**src/rtl/serial_frame_pkg.sv**
```systemverilog
// serial_frame_pkg
// Shared definitions for the serial frame transmitter: FSM state encoding,
// line levels for idle/start/stop, and the frame length helper.
package serial_frame_pkg;

    typedef enum logic [1:0] {
        IDLE  = 2'd0,
        START = 2'd1,
        DATA  = 2'd2,
        STOP  = 2'd3
    } state_t;

    localparam logic IDLE_LEVEL  = 1'b1;
    localparam logic START_LEVEL = 1'b0;
    localparam logic STOP_LEVEL  = 1'b1;

    // Cycles per frame: start bit + data bits + stop bit.
    function automatic int frame_len(input int width);
        return width + 2;
    endfunction

endpackage

```
**src/rtl/serial_frame_tx_piso_shift.sv**
```systemverilog
// piso_shift
// WIDTH-bit parallel-load shift register with zero fill.
// Ports:
//   clk    - rising-edge clock
//   reset  - synchronous active-high reset, clears the register
//   load   - capture d (has priority over shift)
//   shift  - move one bit toward the outgoing end
//   d      - parallel word
//   q_bit  - bit currently at the outgoing end (MSB or LSB per MSB_FIRST)
module piso_shift #(
    parameter int WIDTH     = 8,
    parameter bit MSB_FIRST = 1'b1
) (
    input  logic             clk,
    input  logic             reset,
    input  logic             load,
    input  logic             shift,
    input  logic [WIDTH-1:0] d,
    output logic             q_bit
);

    logic [WIDTH-1:0] sr;

    generate
        if (MSB_FIRST) begin : g_msb
            always_ff @(posedge clk) begin
                if (reset)      sr <= '0;
                else if (load)  sr <= d;
                else if (shift) sr <= {sr[WIDTH-2:0], 1'b0};
            end
            assign q_bit = sr[WIDTH-1];
        end else begin : g_lsb
            always_ff @(posedge clk) begin
                if (reset)      sr <= '0;
                else if (load)  sr <= d;
                else if (shift) sr <= {1'b0, sr[WIDTH-1:1]};
            end
            assign q_bit = sr[0];
        end
    endgenerate

endmodule

```
**src/rtl/serial_frame_tx.sv**
```systemverilog
// serial_frame_tx
// Parallel-to-serial framing transmitter. Accepts a word over valid/ready
// and sends start bit, WIDTH data bits, stop bit on a line that idles high.
// Ports:
//   clk      - rising-edge clock
//   reset    - synchronous active-high reset (drops any frame in flight)
//   in_data  - parallel word, captured only on accept
//   in_valid - in_data is valid
//   in_ready - word can be accepted this cycle (IDLE or STOP)
//   out      - registered serial line
//   busy     - frame in progress
//
// state | meaning
// IDLE  | line high, waiting for a word
// START | start bit (low) on the line
// DATA  | data bits on the line, bit_cnt = index of bit shown
// STOP  | stop bit (high); may accept the next word for a gapless frame
module serial_frame_tx
    import serial_frame_pkg::*;
#(
    parameter int WIDTH     = 8,
    parameter bit MSB_FIRST = 1'b1
) (
    input  logic             clk,
    input  logic             reset,
    input  logic [WIDTH-1:0] in_data,
    input  logic             in_valid,
    output logic             in_ready,
    output logic             out,
    output logic             busy
);

    localparam int              CNT_W    = $clog2(WIDTH);
    localparam logic [CNT_W-1:0] LAST_BIT = CNT_W'(WIDTH - 1);

    state_t           state;
    logic [CNT_W-1:0] bit_cnt;
    logic             accept;
    logic             shift;
    logic             q_bit;

    assign in_ready = (state == IDLE) || (state == STOP);
    assign accept   = in_valid && in_ready;
    assign busy     = (state != IDLE);

    // out is registered, so the register is advanced on the same edge that
    // puts its current head bit on the line: once leaving START, and on every
    // DATA edge except the one that moves to STOP.
    assign shift = (state == START) || ((state == DATA) && (bit_cnt != LAST_BIT));

    piso_shift #(
        .WIDTH     (WIDTH),
        .MSB_FIRST (MSB_FIRST)
    ) u_shift (
        .clk   (clk),
        .reset (reset),
        .load  (accept),
        .shift (shift),
        .d     (in_data),
        .q_bit (q_bit)
    );

    always_ff @(posedge clk) begin
        if (reset) begin
            state   <= IDLE;
            out     <= IDLE_LEVEL;
            bit_cnt <= '0;
        end else begin
            case (state)
                IDLE: begin
                    if (accept) begin
                        state   <= START;
                        out     <= START_LEVEL;
                        bit_cnt <= '0;
                    end else begin
                        out <= IDLE_LEVEL;
                    end
                end
                START: begin
                    state <= DATA;
                    out   <= q_bit;
                end
                DATA: begin
                    if (bit_cnt == LAST_BIT) begin
                        state <= STOP;
                        out   <= STOP_LEVEL;
                    end else begin
                        out     <= q_bit;
                        bit_cnt <= bit_cnt + CNT_W'(1);
                    end
                end
                STOP: begin
                    if (accept) begin
                        state   <= START;
                        out     <= START_LEVEL;
                        bit_cnt <= '0;
                    end else begin
                        state <= IDLE;
                        out   <= IDLE_LEVEL;
                    end
                end
                default: begin
                    state <= IDLE;
                    out   <= IDLE_LEVEL;
                end
            endcase
        end
    end

endmodule

```
**config.mk**
```make
export PLATFORM = sky130hd
export DESIGN_NAME = serial_frame_tx
export DESIGN_NICKNAME = d
export VERILOG_FILES = /design/src/rtl/serial_frame_pkg.sv /design/src/rtl/serial_frame_tx_piso_shift.sv /design/src/rtl/serial_frame_tx.sv
export SDC_FILE = /design/constraint.sdc
export NUM_CORES = 1
export LEC_CHECK = 0
export BUFFER_PORTS_ARGS = -buffer_cell sky130_fd_sc_hd__buf_2
export CAP_MARGIN = 10
export CORE_UTILIZATION = 52
export DETAILED_ROUTE_END_ITERATION = 8
export PLACE_DENSITY = 0.75
export SLEW_MARGIN = 0
export SYNTH_ARGS = -nofsm -noshare
export SYNTH_HDL_FRONTEND = slang
export SYNTH_HIERARCHICAL = 1
export SYNTH_SLANG_ARGS = --single-unit
```
**constraint.sdc**
```tcl
create_clock -name clk -period 2.1 [get_ports clk]
set_input_delay 0.525 -clock clk [delete_from_list [all_inputs] [get_ports clk]]
set_output_delay 0.525 -clock clk [all_outputs]
set_load 0.005 [all_outputs]
```
==> After elaboration in Yosys (flattened, before gate mapping) <==
Index checks and enable logic that the tools add are counted.
{ "word_totals": {"reg_bits": 14, "in_bits": 11, "output_inout_bits": 3, "elab_cells": 37} }
{ "classes": {"add_sub_neg": 1, "n_eq_ne": 9, "muxes": 12, "n_reduce_logical": 11} }
{ "op_table": {"columns": ["operator", "count"], "rows": [
  ["8-bit 2-to-1 mux", 2],
  ["2-bit one-hot mux with 4 select lines", 1],
  ["3-bit 2-to-1 mux", 2],
  ["3-bit one-hot mux with 2 select lines", 1],
  ["2-bit nonzero test", 3],
  ["2-bit == test, second input constant", 2],
  ["2-bit 2-to-1 mux", 2],
  ["2-bit by 1-bit inequality test with 1-bit output, second input constant", 2],
  ["2-bit inequality test, second input constant", 2],
  ["3-bit by 1-bit adder with 3-bit output, second input constant", 1],
  ["3-bit == test, second input constant", 1],
  ["1-bit 2-to-1 mux", 3],
  ["3-bit inequality test, second input constant", 1],
  ["1-bit one-hot mux with 3 select lines", 1],
  ["3-bit AND reduction", 1],
  ["2-bit by 1-bit == test with 1-bit output, second input constant", 1],
  ["1-bit logical AND", 2],
  ["2-bit logical NOT", 1],
  ["1-bit logical OR", 2],
  ["2-bit AND reduction", 1],
  ["2-bit OR reduction", 1]
]} }

==> Longest topological paths before layout <==
Gate-level depths: netlist of run 1.
{ "depth": {"ltp_word": 5, "mapped_depth": 7, "mapped_depth_nobuf": 6} }

==> Cells and area by module <==
Netlist of run 1, hierarchy kept.
{ "by_module_without_submodules": {"columns": ["module", "instances", "cells_each", "area_per_inst_um2", "seq_area_each_um2"], "rows": [
  ["serial_frame_tx", 1, 48, 410.4, 120.1],
  ["piso_shift", 1, 35, 369.1, 160.2]
]} }

==> Least setup slack after synthesis of run 1 <==
No wires, ideal clock.
{ "synth_timing": {"path_kind": "register to register", "start": "register state[1]", "end": "register u_shift.sr[0]", "setup_time_ns": 0.070, "arrival_time_ns": 1.574, "t_required_ns": 2.030, "setup_slack_ns": 0.456, "stages_incl_launch_ff": 6, "path_buffers": 0, "period_less_slack_ns": 1.644, "path_cell_list": "dfxtp_1 inv_1 ha_1 and2b_2 or3b_1 a21oi_1"} }
{ "synth_via": {"elab_chain_cells": 4, "elab_cells_between_ends": 10, "classes_between": "3 x eq/ne; 1 x mux; 6 x reduce/logical"} }
{ "synth_lines": {"columns": ["element", "line", "rtl"], "rows": [
  ["from (decl)", "serial_frame_tx.sv:36", "state_t state;"],
  ["from (signal assigned)", "serial_frame_tx.sv:65", "state <= IDLE;"],
  ["from (signal assigned)", "serial_frame_tx.sv:72", "state <= START;"],
  ["from (signal assigned)", "serial_frame_tx.sv:80", "state <= DATA;"],
  ["2-bit == test or 2-bit logical NOT (tied branches)", "serial_frame_tx.sv:42", "assign in_ready = (state == IDLE) || (state == STOP);"],
  ["1-bit logical OR (*)", "serial_frame_tx.sv:42", null],
  ["1-bit logical AND (*)", "serial_frame_tx.sv:43", "assign accept = in_valid && in_ready;"],
  ["via accept", "serial_frame_tx.sv:38", "logic accept;"],
  ["8-bit 2-to-1 mux or 2-bit nonzero test (tied branches)", null, null],
  ["to (signal assigned)", "serial_frame_tx_piso_shift.sv:29", "else if (shift) sr <= {sr[WIDTH-2:0], 1'b0};"],
  ["to (decl)", "serial_frame_tx_piso_shift.sv:22", "logic [WIDTH-1:0] sr;"]
]} }
The timed path passes the listed nets; every way through them passes the cells marked *.
A chain may end at the register's enable or synchronous reset.

==> Worst setup path after layout of run 1 <==
{ "layout_timing": {"start": "register state[1]", "end": "output in_ready"} }
{ "layout_via": {"elab_chain_cells": 2, "elab_cells_between_ends": 3, "classes_between": "1 x eq/ne; 2 x reduce/logical"} }
{ "layout_lines": {"columns": ["element", "line", "rtl"], "rows": [
  ["2-bit == test or 2-bit logical NOT (tied branches)", "serial_frame_tx.sv:42", null],
  ["1-bit logical OR (*)", "serial_frame_tx.sv:42", null],
  ["to (decl)", "serial_frame_tx.sv:28", "output logic in_ready,"]
]} }
Mark *: on every way between the ends. The rest lies on a longest branch, timed or not.

==> results_dict.tcl, run 1 <==
set metrics [dict create \
    cp_max_fo 8 \
    path_clk_slew_ns 0.08 \
    end_kind "primary output" \
    via_per_inst 5.348 \
    finalSetupViolCount 0 \
    die_w_um 40.72 \
    ys_top_cells_by_area "dfxtp_1, ha_1, mux2i_1" \
    wl_per_cell_um 12.54 \
    synth_common_cells "dfxtp_1, nor2b_1" \
    post_cts_buffers 0 \
    comb_power_share_pct 48.5 \
    fin_util_pct 64.78 \
    rsz0062_at_grt "no" \
    yosysMostFrequentCell "dfxtp_1" \
    pwr-share-seq_pct 35.4 \
    path_cells "inv_1 > ha_1 > inv_2 > buf_2" \
    hold_class "register to register" \
    grt_util_all_layers_pct 19.41 \
    finalSetupTns_ns 0 \
    std_cell_rows 13 \
    port_buffers 13 \
    vias 599 \
    routed_wl_mm 1.404 \
    globalplace.congestion 0.7420 \
    antenna_found_initial 0 \
    final_nets 116 \
    yosysSeqAreaShare_pct 35.96 \
    final-hold-violation-count 0 \
    cp_slowest_stage_delay_ns 0.45 \
    synth-compound-area-share_pct 18.14 \
    cts_buffer_depth 2 \
    grt_remaining_overflow 0 \
    dpl_cell_area_um2 838.3 \
    max-vdd-ir-drop_mv 0.7528 \
    required_ns 1.57 \
    clockPowerShare_pct 16.1 \
    start_util_pct 57.74 \
    synth_top_family_by_area "simple AND/OR/NAND/NOR gates" \
    syn_to_final_growth_pct 12.20 \
    finalClockSkew_ns 0.001563 \
    worst_pin_slew_ns 0.4455 \
    synth-edff-count 0 \
    arrival_ns 1.42 \
    clock.fmax_ghz 0.5150 \
    drcViolationCount 0 \
    synth_xor_area_share_pct 0 \
    root_buffer "clkbuf_4" \
    grt_start_max_net_pins 17 \
    ant_nets 0 \
    topRoutingLayerUsed "met3" \
    cts_max_level 1 \
    ys_ff_latch 14 \
    ios 14 \
    route.met3.wl_um 61 \
    p_switching_mw 0.4480 \
    synthArstFlopShare_pct 0 \
    drive_gt1_share_pct 19.59 \
    synth_area_per_cell_um2 9.392 \
    startpoint_type "register" \
    die_area_um2 1658 \
    drtIter0Drc 12 \
    post-route-period-util_pct 92.46 \
    fin_crit_ns 1.942 \
    p_sw_share_pct 37.71 \
    cts_resized 0 \
    powerDensity_nw_per_um2 1358 \
    met2_length_um 581 \
    slowest_stage "ha_1" \
    fin_area_um2 874.6 \
    first_global_vias 487 \
    synth_nets 101 \
    maxSlewViolCount 0 \
    relSlewSlack_pct 70.30 \
    clk_latency_ns 0.28 \
    cts.sinks 14 \
    status "finished clean" \
    muxShareOfSynthArea_pct 8.989 \
    synth_top_cell_by_area "dfxtp_1" \
    cts_tree "yes" \
    cts_hold_buf 0 \
    syn-instance-count 83 \
    fp.dieH_um 40.72 \
    design.core.area_um2 1350 \
    grt_pass1_wl_mm 2.083 \
    ys_types 26 \
    path_class "register to primary output" \
    dp_hpwl_mm 1.012 \
    maxCapViolCount 0 \
    synth_warnings 6 \
    yosys.area.top_type_share_pct 35.96 \
    antenna-diode-count 0 \
    syn_area_um2 779.5 \
    cts_made_buffers 3 \
    dr.pass1.iters 3 \
    synth-simple-area-share_pct 20.06 \
    leakage_nw 0.3714 \
    ys.flop_type "dfxtp_1" \
    p_int_mw 0.7400 \
    met1_length_um 761 \
    synth-adder-area-share_pct 11.24 \
]
kinds of logic after synthesis:
kind of cell,Yosys count
AND/OR/NAND/NOR,25
AO/OA/AOI/OAI,22
flip-flops,14
buffers and inverters,8
multiplexers,7
adder cells (fa/ha/maj),7
registers in the layout (all words and copies together) (netlist names):
name        count
out             1
bit_cnt         3
state           2
u_shift/sr      8
area by class of cell:
| class | instances | area, um^2 |
|---|---|---|
| multi-input combinational | 61 | 455.4 |
| inverter | 5 | 18.77 |
| sequential | 14 | 280.3 |
| clock buffer | 4 | 36.28 |
| tap | 15 | 18.77 |
| timing repair buffer | 13 | 65.06 |
| fill | 117 | 475.5 |
layer usage:
metal / global-route usage [%] / up-vias
met4: 2.500 / 0
met3: 9.783 / 0
li1: - / 326
met5: 0 / -
met2: 28.17 / 10
met1: 26.14 / 263
worst max-delay path, delay by kind of cell, from the launching register on:
kind | cells | cell delay, ns
DFF | 1 | 0.40
buffers and inverters | 3 | 0.29
adders and majority gates | 1 | 0.45
power groups by stage:
stage,registers [mW],clock network [mW],logic [mW]
floorplan,0.412,0,0.472
global placement,0.423,0,0.564
detailed placement,0.426,0,0.573
CTS,0.421,0.199,0.576
global route,0.433,0.212,0.648
finish,0.420,0.192,0.576
through the flow:
stage / std cells / setup WS (ns) / hold slack, ns / total power, mW
4_1_cts: 112 / 0.1408 / 0.4852 / 1.196
3_5_place_dp: 108 / 0.2495 / 0.4834 / 0.9990
2_1_floorplan: 83 / 0.4561 / 0.4533 / 0.8837
3_3_place_gp: 108 / 0.3123 / 0.4707 / 0.9868
5_1_grt: 112 / 0.06110 / 0.4892 / 1.293
6_report: 112 / 0.1584 / 0.4941 / 1.188
placed cells by master (no fill, tap or decap):
cell and n:
inv_1 4, or4_1 1, ha_1 7, clkbuf_8 1, and2b_2 1, dfxtp_1 14, and2_1 1, nand4b_1 2
o21bai_1 2, o21ai_0 4, o41ai_1 1, nand3b_1 1, inv_2 1, nor2_1 2, a211oi_1 7, nor2b_1 9
or3b_1 1, clkbuf_4 3, mux2i_1 7, a21oi_1 7, a311o_1 1, nand2_1 2, buf_2 13, nand3_1 1
nand2b_1 3, nor3_1 1
final timing paths:
kind / start / end / slack, ns / depth (start not counted)
max: state[1] / in_ready / 0.16 / 4
min: bit_cnt[1] / bit_cnt[1] / 0.49 / 2
max reg2reg: state[1] / u_shift/sr[0] / 0.24 / 5
min reg2reg: bit_cnt[1] / bit_cnt[1] / 0.49 / 2
Note: power is estimated with default switching activity, not from simulation.
==> run 2, diff against run 1 <==
REMOVE_ABC_BUFFERS = 1   (was unset)
==> results_dict.tcl, run 2 (same netlist as run 1, synthesis figures left out) <==
set metrics [dict create \
    status "finished clean" \
    final_common_cell "dfxtp_1" \
    grt_util_all_layers_pct 21.02 \
    wl_per_cell_um 13.07 \
    dpl_cell_area_um2 838.3 \
    std_cell_rows 13 \
    min-delay-start "bit_cnt[2]" \
    rrSetupSlack_ns 0.27 \
    rsz0062_at_grt "no" \
    final_nets 116 \
    hold_class "register to register" \
    cts_buffer_depth 2 \
    fillers 126 \
    grt_start_max_net_pins 17 \
    reg_top3 "u_shift/sr x8, bit_cnt x3, state x2" \
    post-route-period-util_pct 91.98 \
    design.core.area_um2 1350 \
    first_global_vias 492 \
    vias 614 \
    dr.pass1.iters 4 \
    cp_max_fo 8 \
    globalplace.congestion 0.7438 \
    required_ns 1.57 \
    relSlewSlack_pct 70.02 \
    p_sw_share_pct 38.29 \
    final_cell_mix "dfxtp_1, buf_2, nor2b_1" \
    comb_power_share_pct 48.0 \
    routed_wl_mm 1.464 \
    startpoint_type "register" \
    multiInputGateArea_um2 455.4 \
    fin_crit_ns 1.932 \
    antenna_found_initial 0 \
    drtIter0Drc 15 \
    finalSetupTns_ns 0 \
    via_per_inst 5.482 \
    cts_hold_buf 0 \
    end_kind "primary output" \
    p_int_mw 0.7404 \
    largest-register "u_shift/sr" \
    powerDensity_nw_per_um2 1372 \
    cts.sinks 14 \
    largest_register_ffs 8 \
    maxCapViolCount 0 \
    die_area_um2 1658 \
    worst_pin_slew_ns 0.4498 \
    cts_made_buffers 3 \
    clk_latency_ns 0.28 \
    grt_remaining_overflow 0 \
    arrival_ns 1.41 \
    r2r-start "state[1]" \
    port_buffers 13 \
    fp.dieH_um 40.72 \
    regArea_um2 280.3 \
    drive_gt1_share_pct 19.59 \
    grt_pass1_wl_mm 2.180 \
    root_buffer "clkbuf_4" \
    post_cts_buffers 0 \
    ant_nets 0 \
    syn_to_final_growth_pct 12.20 \
    drcViolationCount 0 \
    start_util_pct 57.74 \
    clockPowerShare_pct 16.8 \
    final-hold-violation-count 0 \
    cts_resized 0 \
    crit_start "state[1]" \
    finalClockSkew_ns 0.001036 \
    antenna-diode-count 0 \
    finalSetupViolCount 0 \
    fin_area_um2 874.6 \
    clock.fmax_ghz 0.5177 \
    path_class "register to primary output" \
    p_switching_mw 0.4594 \
    pwr-share-seq_pct 35.1 \
    max-vdd-ir-drop_mv 0.9519 \
    leakage_nw 0.3714 \
    dp_hpwl_mm 1.026 \
    path_clk_slew_ns 0.09 \
    cts_tree "yes" \
    die_w_um 40.72 \
    maxSlewViolCount 0 \
    cts_max_level 1 \
    ios 14 \
]
[run 2: cell counts in the layout (fill, tap and decap cells not counted)]
No cell type changed its count.
[run 2: worst paths after layout]
| check | end | cells after the start |
|---|---|---|
| worst max-delay path | in_ready | 4 |
| worst min register to register | bit_cnt[2] | 2 |
| worst min-delay path | bit_cnt[2] | 2 |
| worst max register to register | u_shift/sr[0] | 5 |
[run 2: critical path: stages, from the launching register on]
cell and delay, ns:
dfxtp_1 0.41, inv_1 0.11, ha_1 0.42, inv_2 0.06, buf_2 0.12
[run 2: metrics by stage]
| step | util [%] | std cells | setup WS [ns] | hold slack, ns | total power [mW] |
|---|---|---|---|---|---|
| 2_1_floorplan | - | 80 | 0.4561 | 0.4472 | 0.8512 |
| 3_3_place_gp | 62.09 | 108 | 0.3182 | 0.4696 | 0.9853 |
| 3_5_place_dp | 62.09 | 108 | 0.2807 | 0.4767 | 0.9974 |
| 4_1_cts | 64.78 | 112 | 0.1625 | 0.4813 | 1.205 |
| 5_1_grt | 64.78 | 112 | 0.07375 | 0.4867 | 1.297 |
| 6_report | 64.78 | 112 | 0.1684 | 0.4898 | 1.200 |
[run 2: layout make-up]
class                           count  share of cell area (%)
Multi-Input combinational cell     61                   52.07
Sequential cell                    14                   32.05
Timing Repair Buffer               13                   7.439
Clock buffer                        4                   4.149
Inverter                            5                   2.146
Tap cell                           15                   2.146
[run 2: metal layers]
metal  vias up  GRT usage, %  share of wire [%]
li1        327             -                  -
met1       270         28.52                 53
met2        13         27.38                 40
met3         4         4.891                3.4
met4         0         17.50                2.7
met5         -             0                  0
[run 2: power groups by stage]
stage               sequential (mW)  combinational [mW]  clock [mW]
floorplan                     0.412               0.440           0
global placement              0.423               0.562           0
detailed placement            0.427               0.570           0
CTS                           0.422               0.577       0.206
global route                  0.433               0.650       0.214
finish                        0.422               0.576       0.202
